[src/rtl/rv_mon_pkg.sv]
// Shared types and constants for the CPU run monitor.
// Pure declarations; no timing or flow control involved.
package rv_mon_pkg;

    typedef enum logic [1:0] {
        ST_IDLE  = 2'd0,
        ST_RUN   = 2'd1,
        ST_CHECK = 2'd2,
        ST_DONE  = 2'd3
    } mon_state_t;

    // jal x0,0 : the program spins on itself when finished
    localparam logic [31:0] HALT_JAL_SELF = 32'h0000006F;

endpackage

[src/rtl/sat_counter.sv]
// Saturating up-counter with synchronous clear; count updates one clk after enable.
// No flow control; clear wins over enable, holds at all-ones instead of wrapping.
module sat_counter #(
    parameter int W = 16
) (
    input  logic         clk,
    input  logic         rst,
    input  logic         clr,
    input  logic         en,
    output logic [W-1:0] count
);

    always_ff @(posedge clk) begin
        if (rst || clr) begin
            count <= '0;
        end else if (en && (count != {W{1'b1}})) begin
            count <= count + 1'b1;
        end
    end

endmodule

[src/rtl/rv_run_monitor.sv]
// Watches a CPU run until halt or timeout, then walks the regfile against an expected table.
// Status registered one clk after each event; no backpressure, start is ignored while busy.
module rv_run_monitor
    import rv_mon_pkg::*;
#(
    parameter int          XLEN       = 32,
    parameter int          MAX_CYCLES = 1000,
    parameter int          NUM_CHECKS = 32,
    parameter int          CNT_W      = 16,
    parameter logic [31:0] HALT_INSTR = HALT_JAL_SELF
) (
    input  logic            clk,
    input  logic            rst,
    input  logic            start,
    input  logic [31:0]     instr_val,
    input  logic            ir_write_val,
    input  logic [XLEN-1:0] pc_val,
    output logic [4:0]      chk_addr,
    input  logic [XLEN-1:0] chk_data,
    input  logic [XLEN-1:0] exp_data,
    output logic [CNT_W-1:0] cycle_count,
    output logic [CNT_W-1:0] instr_count,
    output logic [XLEN-1:0] halt_pc,
    output logic [5:0]      mismatch_count,
    output logic [4:0]      first_fail_addr,
    output logic            done,
    output logic            pass,
    output logic            timeout
);

    // The timeout uses its own full-range counter so it still fires when the
    // visible cycle_count is narrow enough to saturate first.
    localparam int             TW       = $clog2(MAX_CYCLES);
    localparam logic [TW-1:0]  RUN_LAST = TW'(MAX_CYCLES - 1);
    localparam logic [4:0]     CHK_LAST = 5'(NUM_CHECKS - 1);

    mon_state_t      state_q, state_d;
    logic [TW-1:0]   run_cnt;
    logic            arm, in_run, in_check;
    logic            halt_hit, run_expired, chk_last, mism;

    assign in_run      = (state_q == ST_RUN);
    assign in_check    = (state_q == ST_CHECK);
    assign arm         = start && ((state_q == ST_IDLE) || (state_q == ST_DONE));
    assign halt_hit    = in_run && ir_write_val && (instr_val == HALT_INSTR);
    assign run_expired = in_run && (run_cnt == RUN_LAST);
    assign chk_last    = in_check && (chk_addr == CHK_LAST);
    assign mism        = in_check && (chk_data != exp_data);

    always_ff @(posedge clk) begin
        if (rst) begin
            state_q <= ST_IDLE;
        end else begin
            state_q <= state_d;
        end
    end

    always_comb begin
        state_d = state_q;
        case (state_q)
            ST_IDLE, ST_DONE: if (start) state_d = ST_RUN;
            ST_RUN:           if (halt_hit || run_expired) state_d = ST_CHECK;
            ST_CHECK:         if (chk_last) state_d = ST_DONE;
            default:          state_d = ST_IDLE;
        endcase
    end

    always_ff @(posedge clk) begin
        if (rst || arm) begin
            run_cnt         <= '0;
            chk_addr        <= '0;
            halt_pc         <= '0;
            timeout         <= 1'b0;
            mismatch_count  <= '0;
            first_fail_addr <= '0;
        end else begin
            if (in_run) begin
                run_cnt <= run_cnt + 1'b1;
            end
            // halt beats timeout when both land on the same cycle
            if (halt_hit) begin
                halt_pc <= pc_val;
            end else if (run_expired) begin
                timeout <= 1'b1;
            end
            if (in_check) begin
                chk_addr <= chk_last ? 5'd0 : chk_addr + 5'd1;
                if (mism) begin
                    mismatch_count <= mismatch_count + 6'd1;
                    if (mismatch_count == 6'd0) begin
                        first_fail_addr <= chk_addr;
                    end
                end
            end
        end
    end

    sat_counter #(.W(CNT_W)) u_cycle_cnt (
        .clk   (clk),
        .rst   (rst),
        .clr   (arm),
        .en    (in_run),
        .count (cycle_count)
    );

    sat_counter #(.W(CNT_W)) u_instr_cnt (
        .clk   (clk),
        .rst   (rst),
        .clr   (arm),
        .en    (in_run && ir_write_val),
        .count (instr_count)
    );

    assign done = (state_q == ST_DONE);
    assign pass = done && (mismatch_count == 6'd0) && !timeout;

endmodule
[config.mk]
export PLATFORM = sky130hd
export DESIGN_NAME = rv_run_monitor
export DESIGN_NICKNAME = d
export VERILOG_FILES = /design/src/rtl/rv_mon_pkg.sv /design/src/rtl/sat_counter.sv /design/src/rtl/rv_run_monitor.sv
export SDC_FILE = /design/constraint.sdc
export NUM_CORES = 1
export LEC_CHECK = 0
export CAP_MARGIN = 0
export CORE_ASPECT_RATIO = 1.25
export CORE_UTILIZATION = 41
export DETAILED_ROUTE_END_ITERATION = 8
export PLACE_DENSITY = 0.81
export SLEW_MARGIN = 30
export SYNTH_ARGS = -nofsm -noshare
export SYNTH_HDL_FRONTEND = slang
export SYNTH_SLANG_ARGS = --single-unit
export TNS_END_PERCENT = 50
[constraint.sdc]
create_clock -name clk -period 2.5 [get_ports clk]
set_input_delay 0.625 -clock clk [delete_from_list [all_inputs] [get_ports clk]]
set_output_delay 0.625 -clock clk [all_outputs]
set_load 0.02 [all_outputs]
==> metrics.txt, run 1 <==
Netlist cell types=45; area used by multi-input combinational logic=2380 um^2; Setup TNS=0 ps; kind of critical path=in2reg; 1st-iter DRT viols=78; overall routed net length=12.0 mm; maximum ir drop on the vdd rail=between 400 and 500 uV; Die Span Y=~120 um; share of post-route cells with drive strength above 1=0.0592; Finish-stage setup viols=0; number of global-route vias before repair=3964; grt total ovfl=0; total clock sinks=just over 90; total cell area at the placement stage=6760 um^2; total of flip-flops plus latches after synthesis=93; Post-synth EDFFs=0; footprint of the flip-flops and latches=1860 um^2; number of routed nets with antenna violations=0; static leakage=2.47 nW; gr usage total=0.212; Worst setup EP type=flip-flop; Worst Tran Pin Value=843 ps; Slew headroom=0.434; synthesized netlist net count=620; count of input and output buffers=approximately 210; clock tree from TritonCTS=done; ANT cells=0; number of vias per cell=5.04; Reg-to-Reg End=state_q[1]$_SDFFE_PP0P_; result of the run=completed; Yosys top cell area share=0.427; pin count of the biggest net entering global routing=41; total of max-cap violations=0; area inside the core boundary=10200 um^2; gp weighted congestion=0.833; global-route wire length before repair=18.6 mm; count of pins on the block boundary=215; number of cells on the worst hold path=2; Final period util=0.959; Die ar.=11100 um^2; initial antenna violation count=0; DRC violations left=0; Wirelength per Cell=14.4 um; vias after detailed routing=around 4200; total power after layout=0.00379 W; startpoint of the worst-slack reg-to-reg timing path=state_q[1]$_SDFFE_PP0P_; RSZ-0062 raised after global routing=no; max-slew violation total from the final report=0; root buffer selected by CTS=clkbuf_16; Layout area overhead=62.2%; min setup slack post-route=104 ps; cell taking the most area after synthesis=dfxtp_1; synthesized cell area=4360 um^2; worst setup skew after layout=2.65 ps; cell types occupying the most area after synthesis=dfxtp_1, xnor2_1, mux2i_1, nor2_1, xor2_1; final-layout fill cell count=812; Final #Nets=846; Num CTS Buffers=9; post-synthesis sequential area ratio=0.427; launch point of the worst path=instr_val[9]; cell area power density=536 nW/um^2; number of search-and-repair iterations in the first detailed-routing pass=4; hold path start=first_fail_addr[3]$_SDFFE_PP0P_; Worst-path clk slew=~60 ps; required time reported for the critical path endpoint=2720 ps; number of buffers between clock root and the deepest sink=2; arrival time of the worst setup path=2620 ps; Worst R2R Path Depth=8; async set or reset register ratio after synthesis=0; class of the tightest hold or removal check=reg2reg; final HPWL from detailed placement=9.31 mm; starting density of the core=0.427; number of instances in the synthesized netlist=478; leading cell type by number of instances after synthesis=dfxtp_1; depth of the CTS H-tree=3; cell types with the highest counts after synthesis=dfxtp_1, nor2_1, xnor2_1; Min Clock Period, post-route=2400 ps; Die W=94.2 um; clock latency of the later-clocked register in the worst-skew pair=around 330 ps; Critical Path Fanout Max=16; timing-limited maximum frequency=0.417 GHz; Setup WS pre-CTS=-268 ps; Yosys warning total=0; count of endpoints failing hold in the final timing report=0; dominant synthesized flop cell=dfxtp_1; worst-case hold path end point=first_fail_addr[3]$_SDFFE_PP0P_; kind of start point of the critical path=input pin; slack of the worst reg-to-reg path=260 ps; final instance area=7070 um^2; mean post-synth cell area=9.12 um^2; Std-Cell Rows=41
## state kept, by name (all words and copies together), names as in the netlist
name,flops
run_cnt,10
chk_addr,5
halt_pc,32
first_fail_addr,5
state_q,2
mismatch_count,6
u_cycle_cnt.count,16
timeout,1
u_instr_cnt.count,16
## cell usage in the layout, fill, tap and decap left out, drive strengths merged, types with 6 or more instances in the layout
cell type,synthesis,routed
clkdlybuf4s50,0,213
dfxtp,93,93
nor2,86,86
xnor2,51,51
mux2i,39,39
nand2,27,27
nand4,21,21
xor2,20,20
nand3,20,20
buf,8,17
a21oi,15,15
nor4,12,12
clkbuf,8,11
ha,10,10
inv,10,10
and3,9,9
o21ai,9,9
nor3,7,7
and4,6,6
## stage by stage
stage | instances | utilization | hold WS, ps
floorplan | 478 | - | 477
global placement | 822 | 0.662 | 446
detailed placement | 822 | 0.662 | 453
CTS | 838 | 0.693 | 462
global route | 838 | 0.693 | 481
finish | 838 | 0.693 | 458
## logic make-up after synthesis
family | synth area share
buf+inv | 0.0278
compound gates | 0.0422
mux | 0.0947
fa+ha+maj | 0.0287
simple gates | 0.237
xor+xnor | 0.143
flops | 0.427
## worst max path at each step
stage / end / depth (start not counted) / slack [ps]
3_5_place_dp: halt_pc[16]$_SDFFE_PP0P_ / 8 / -270
2_1_floorplan: state_q[1]$_SDFFE_PP0P_ / 5 / 190
3_3_place_gp: halt_pc[13]$_SDFFE_PP0P_ / 8 / -250
6_report: halt_pc[16]$_SDFFE_PP0P_ / 7 / 100
5_1_grt: halt_pc[5]$_SDFFE_PP0P_ / 8 / 10
4_1_cts: halt_pc[16]$_SDFFE_PP0P_ / 8 / 70
## power breakdown
group | total, W | switching (W) | internal (W)
sequential | 0.00157 | 0.0000455 | 0.00152
combinational | 0.000807 | 0.000375 | 0.000432
clock | 0.00142 | 0.000544 | 0.000871
## metal layers
layer | GRT usage | wire [um] | up-vias
met2 | 0.394 | 6350 | 134
met5 | 0 | 0 | -
met3 | 0.0545 | 894 | 10
met4 | 0.0654 | 125 | 0
met1 | 0.226 | 4660 | 1981
li1 | - | - | 2095
## cell type report
type | instances | area share
Inverter | 10 | 0.00531
Tap cell | 129 | 0.0228
Sequential cell | 93 | 0.263
Clock buffer | 11 | 0.0329
Timing Repair Buffer | 231 | 0.328
Multi-Input combinational cell | 359 | 0.337
Clock inverter | 5 | 0.0106
## critical path, cell delays in order
cell and delay, ps:
clkdlybuf4s50_1 400, or4_4 550, nor4_4 370, buf_4 220, buf_12 170, mux2i_1 210
nor2_1 60
## what timing repair did
action | 4_1_cts | 5_1_grt
hold endpoints to repair | 0 | 0
pin swaps | 0 | 1
gates cloned | 0 | 0
setup endpoints to repair | 1 | 10
buffers inserted | 0 | 0
hold buffers | 0 | 0
gates resized for setup | 2 | 0
No activity file was read; power rests on OpenSTA's default activity.
==> run 2: changes to the inputs <==
--- a/config.mk
+++ b/config.mk
@@ -8,7 +8,9 @@
 export CAP_MARGIN = 0
 export CORE_ASPECT_RATIO = 1.25
 export CORE_UTILIZATION = 41
+export CTS_CLUSTER_SIZE = 20
 export DETAILED_ROUTE_END_ITERATION = 8
+export GPL_ROUTABILITY_DRIVEN = 0
 export PLACE_DENSITY = 0.81
 export SLEW_MARGIN = 30
 export SYNTH_ARGS = -nofsm -noshare
==> results of run 2 <==
Final layout, timing and power as in run 1 (identical DEF).
==> run 3: changes to the inputs <==
--- a/config.mk
+++ b/config.mk
@@ -6,7 +6,6 @@
 export NUM_CORES = 1
 export LEC_CHECK = 0
 export CAP_MARGIN = 0
-export CORE_ASPECT_RATIO = 1.25
 export CORE_UTILIZATION = 41
 export CTS_CLUSTER_SIZE = 20
 export DETAILED_ROUTE_END_ITERATION = 8
==> run 3 against run 2 <==
Combinational power hardly changed. Setup slack better by 41 ps. Via count is 1.7% lower. Largest power group unchanged. Critical path type unchanged. Non-clock buffer count is 1 lower. Sequential share of layout area is 0.46 points higher. Fmax is 1.7% higher. Cell count is 0.72% higher. Highest routed layer unchanged. Sequential cell count stayed put. Die area hardly changed. First-iteration DRC count is 150% higher.
==> metrics.txt, run 3 (synthesis results as in run 1) <==
class of the tightest hold or removal check=reg2reg (unchanged); number of gates resized after cts=2 (unchanged); initial antenna violation count=0 (unchanged); cell area power density=491 nW/um^2 (was 536 nW/um^2); Wirelength per Cell=14.2 um (was 14.4 um); count of pins on the block boundary=215 (unchanged); most common library cell in the layout ignoring fill and taps=clkdlybuf4s50_1 (unchanged); number of routed nets with antenna violations=0 (unchanged); starting density of the core=0.422 (was 0.427); Worst setup EP type=flip-flop (unchanged); gr usage total=0.212 (about the same); area inside the core boundary=10300 um^2 (was 10200 um^2); timing-limited maximum frequency=0.424 GHz (was 0.417 GHz); depth of the CTS H-tree=3 (unchanged); largest registers=halt_pc x32, u_cycle_cnt.count x16, u_instr_cnt.count x16 (unchanged); clock tree from TritonCTS=done (unchanged); share of post-route cells with drive strength above 1=0.0593 (was 0.0592); maximum ir drop on the vdd rail=415 uV (was 410 uV); Die Span Y=105 um (was 117 um); static leakage=2.41 nW (was 2.47 nW); Layout area overhead=59.4% (was 62.2%); total power after layout=0.00341 W (was 0.00379 W); Std-Cell Rows=37 (was 41); overall routed net length=12.0 mm (about the same); result of the run=completed (unchanged); kind of start point of the critical path=input pin (unchanged); Final #Nets=845 (was 846); total of max-cap violations=0 (unchanged); Worst Tran Pin Value=565 ps (was 843 ps); # Post-CTS Setup Buffers=0 (unchanged); grt total ovfl=0 (unchanged); commonest cells after routing, fill and taps aside=clkdlybuf4s50_1, dfxtp_1, nor2_1 (unchanged); Critical Path Fanout Max=29 (was 16); Die W=105 um (was 94.2 um); Finish-stage setup viols=0 (unchanged); ANT cells=0 (unchanged); DRC violations left=0 (unchanged); required time reported for the critical path endpoint=2740 ps (was 2720 ps); clock latency of the later-clocked register in the worst-skew pair=350 ps (was 330 ps); RSZ-0062 raised after global routing=no (unchanged); final HPWL from detailed placement=9.47 mm (was 9.31 mm); number of search-and-repair iterations in the first detailed-routing pass=4 (unchanged); arrival time of the worst setup path=2590 ps (was 2620 ps); Min Clock Period, post-route=2360 ps (was 2400 ps); number of global-route vias before repair=4074 (was 3964); number of flip-flops under the largest register name=32 (unchanged); count of endpoints failing hold in the final timing report=0 (unchanged); final instance area=6950 um^2 (was 7070 um^2); Final period util=0.942 (was 0.959); largest reg by FF count=halt_pc (unchanged); count of input and output buffers=214 (unchanged); worst setup skew after layout=10.9 ps (was 2.65 ps); Slew headroom=0.624 (was 0.434); total clock sinks=93 (unchanged); root buffer selected by CTS=clkbuf_8 (was clkbuf_16); vias after detailed routing=4150 (was 4220); pin count of the biggest net entering global routing=65 (was 41); global-route wire length before repair=19.2 mm (was 18.6 mm); total cell area at the placement stage=6740 um^2 (was 6760 um^2); number of buffers between clock root and the deepest sink=2 (unchanged); max-slew violation total from the final report=0 (unchanged); Num CTS Buffers=9 (unchanged); kind of critical path=in2reg (unchanged); 1st-iter DRT viols=194 (was 78); number of vias per cell=4.92 (was 5.04); Worst-path clk slew=100 ps (was 60 ps); quantity of hold-fixing buffers added after cts=0 (unchanged); Die ar.=11100 um^2 (about the same)
[run 3: cell types whose count changed in the layout (fill, tap and decap cells not counted), moves of 2 or more]
cell / change
clkbuf_16: -9
buf_12: -2
clkinv_2: -3
clkinv_4: +2
clkbuf_8: +10
[run 3: final cells by class]
type,instances,area (um^2)
fill,844,3370
multi-input combinational,359,2380
timing repair buffer,230,2290
sequential,93,1860
tap,136,170
clock buffer,11,141
clock inverter,5,67.6
inverter,10,37.5
[run 3: worst paths after layout]
kind	start	end	slack [ps]	depth (start not counted)
max reg2reg	state_q[1]$_SDFFE_PP0P_	halt_pc[22]$_SDFFE_PP0P_	380	9
max	instr_val[6]	halt_pc[22]$_SDFFE_PP0P_	140	8
min	first_fail_addr[4]$_SDFFE_PP0P_	first_fail_addr[4]$_SDFFE_PP0P_	470	2
min reg2reg	first_fail_addr[4]$_SDFFE_PP0P_	first_fail_addr[4]$_SDFFE_PP0P_	470	2
[run 3: layer usage]
metal | share of wire | global-route usage
met3 | 0.050 | 0.0356
met4 | 0.013 | 0.0493
met2 | 0.53 | 0.409
met5 | 0 | 0
met1 | 0.40 | 0.240
[run 3: metrics by stage]
step | std cells | worst slack [ps] | hold slack [ps] | utilization | setup TNS (ps)
finish | 844 | 144 | 468 | 0.673 | 0
global route | 844 | 11.0 | 494 | 0.673 | 0
detailed placement | 828 | -213 | 459 | 0.652 | -5350
CTS | 844 | 160 | 476 | 0.673 | 0
floorplan | 478 | 188 | 477 | - | 0
global placement | 828 | -235 | 448 | 0.652 | -6000
[run 3: critical path, stage by stage]
cell             delay, ps
clkdlybuf4s50_1        460
nor4bb_1               280
nand4_1                190
nor4_4                 300
buf_4                  190
buf_12                 220
mux2i_1                240
nor2_1                  60
[run 3: where the power goes]
part | internal [W] | total, W | switching [W]
combinational | 0.000428 | 0.000807 | 0.000379
sequential | 0.00152 | 0.00156 | 0.0000449
clock | 0.000505 | 0.00104 | 0.000534
total | 0.00245 | 0.00341 | 0.000957
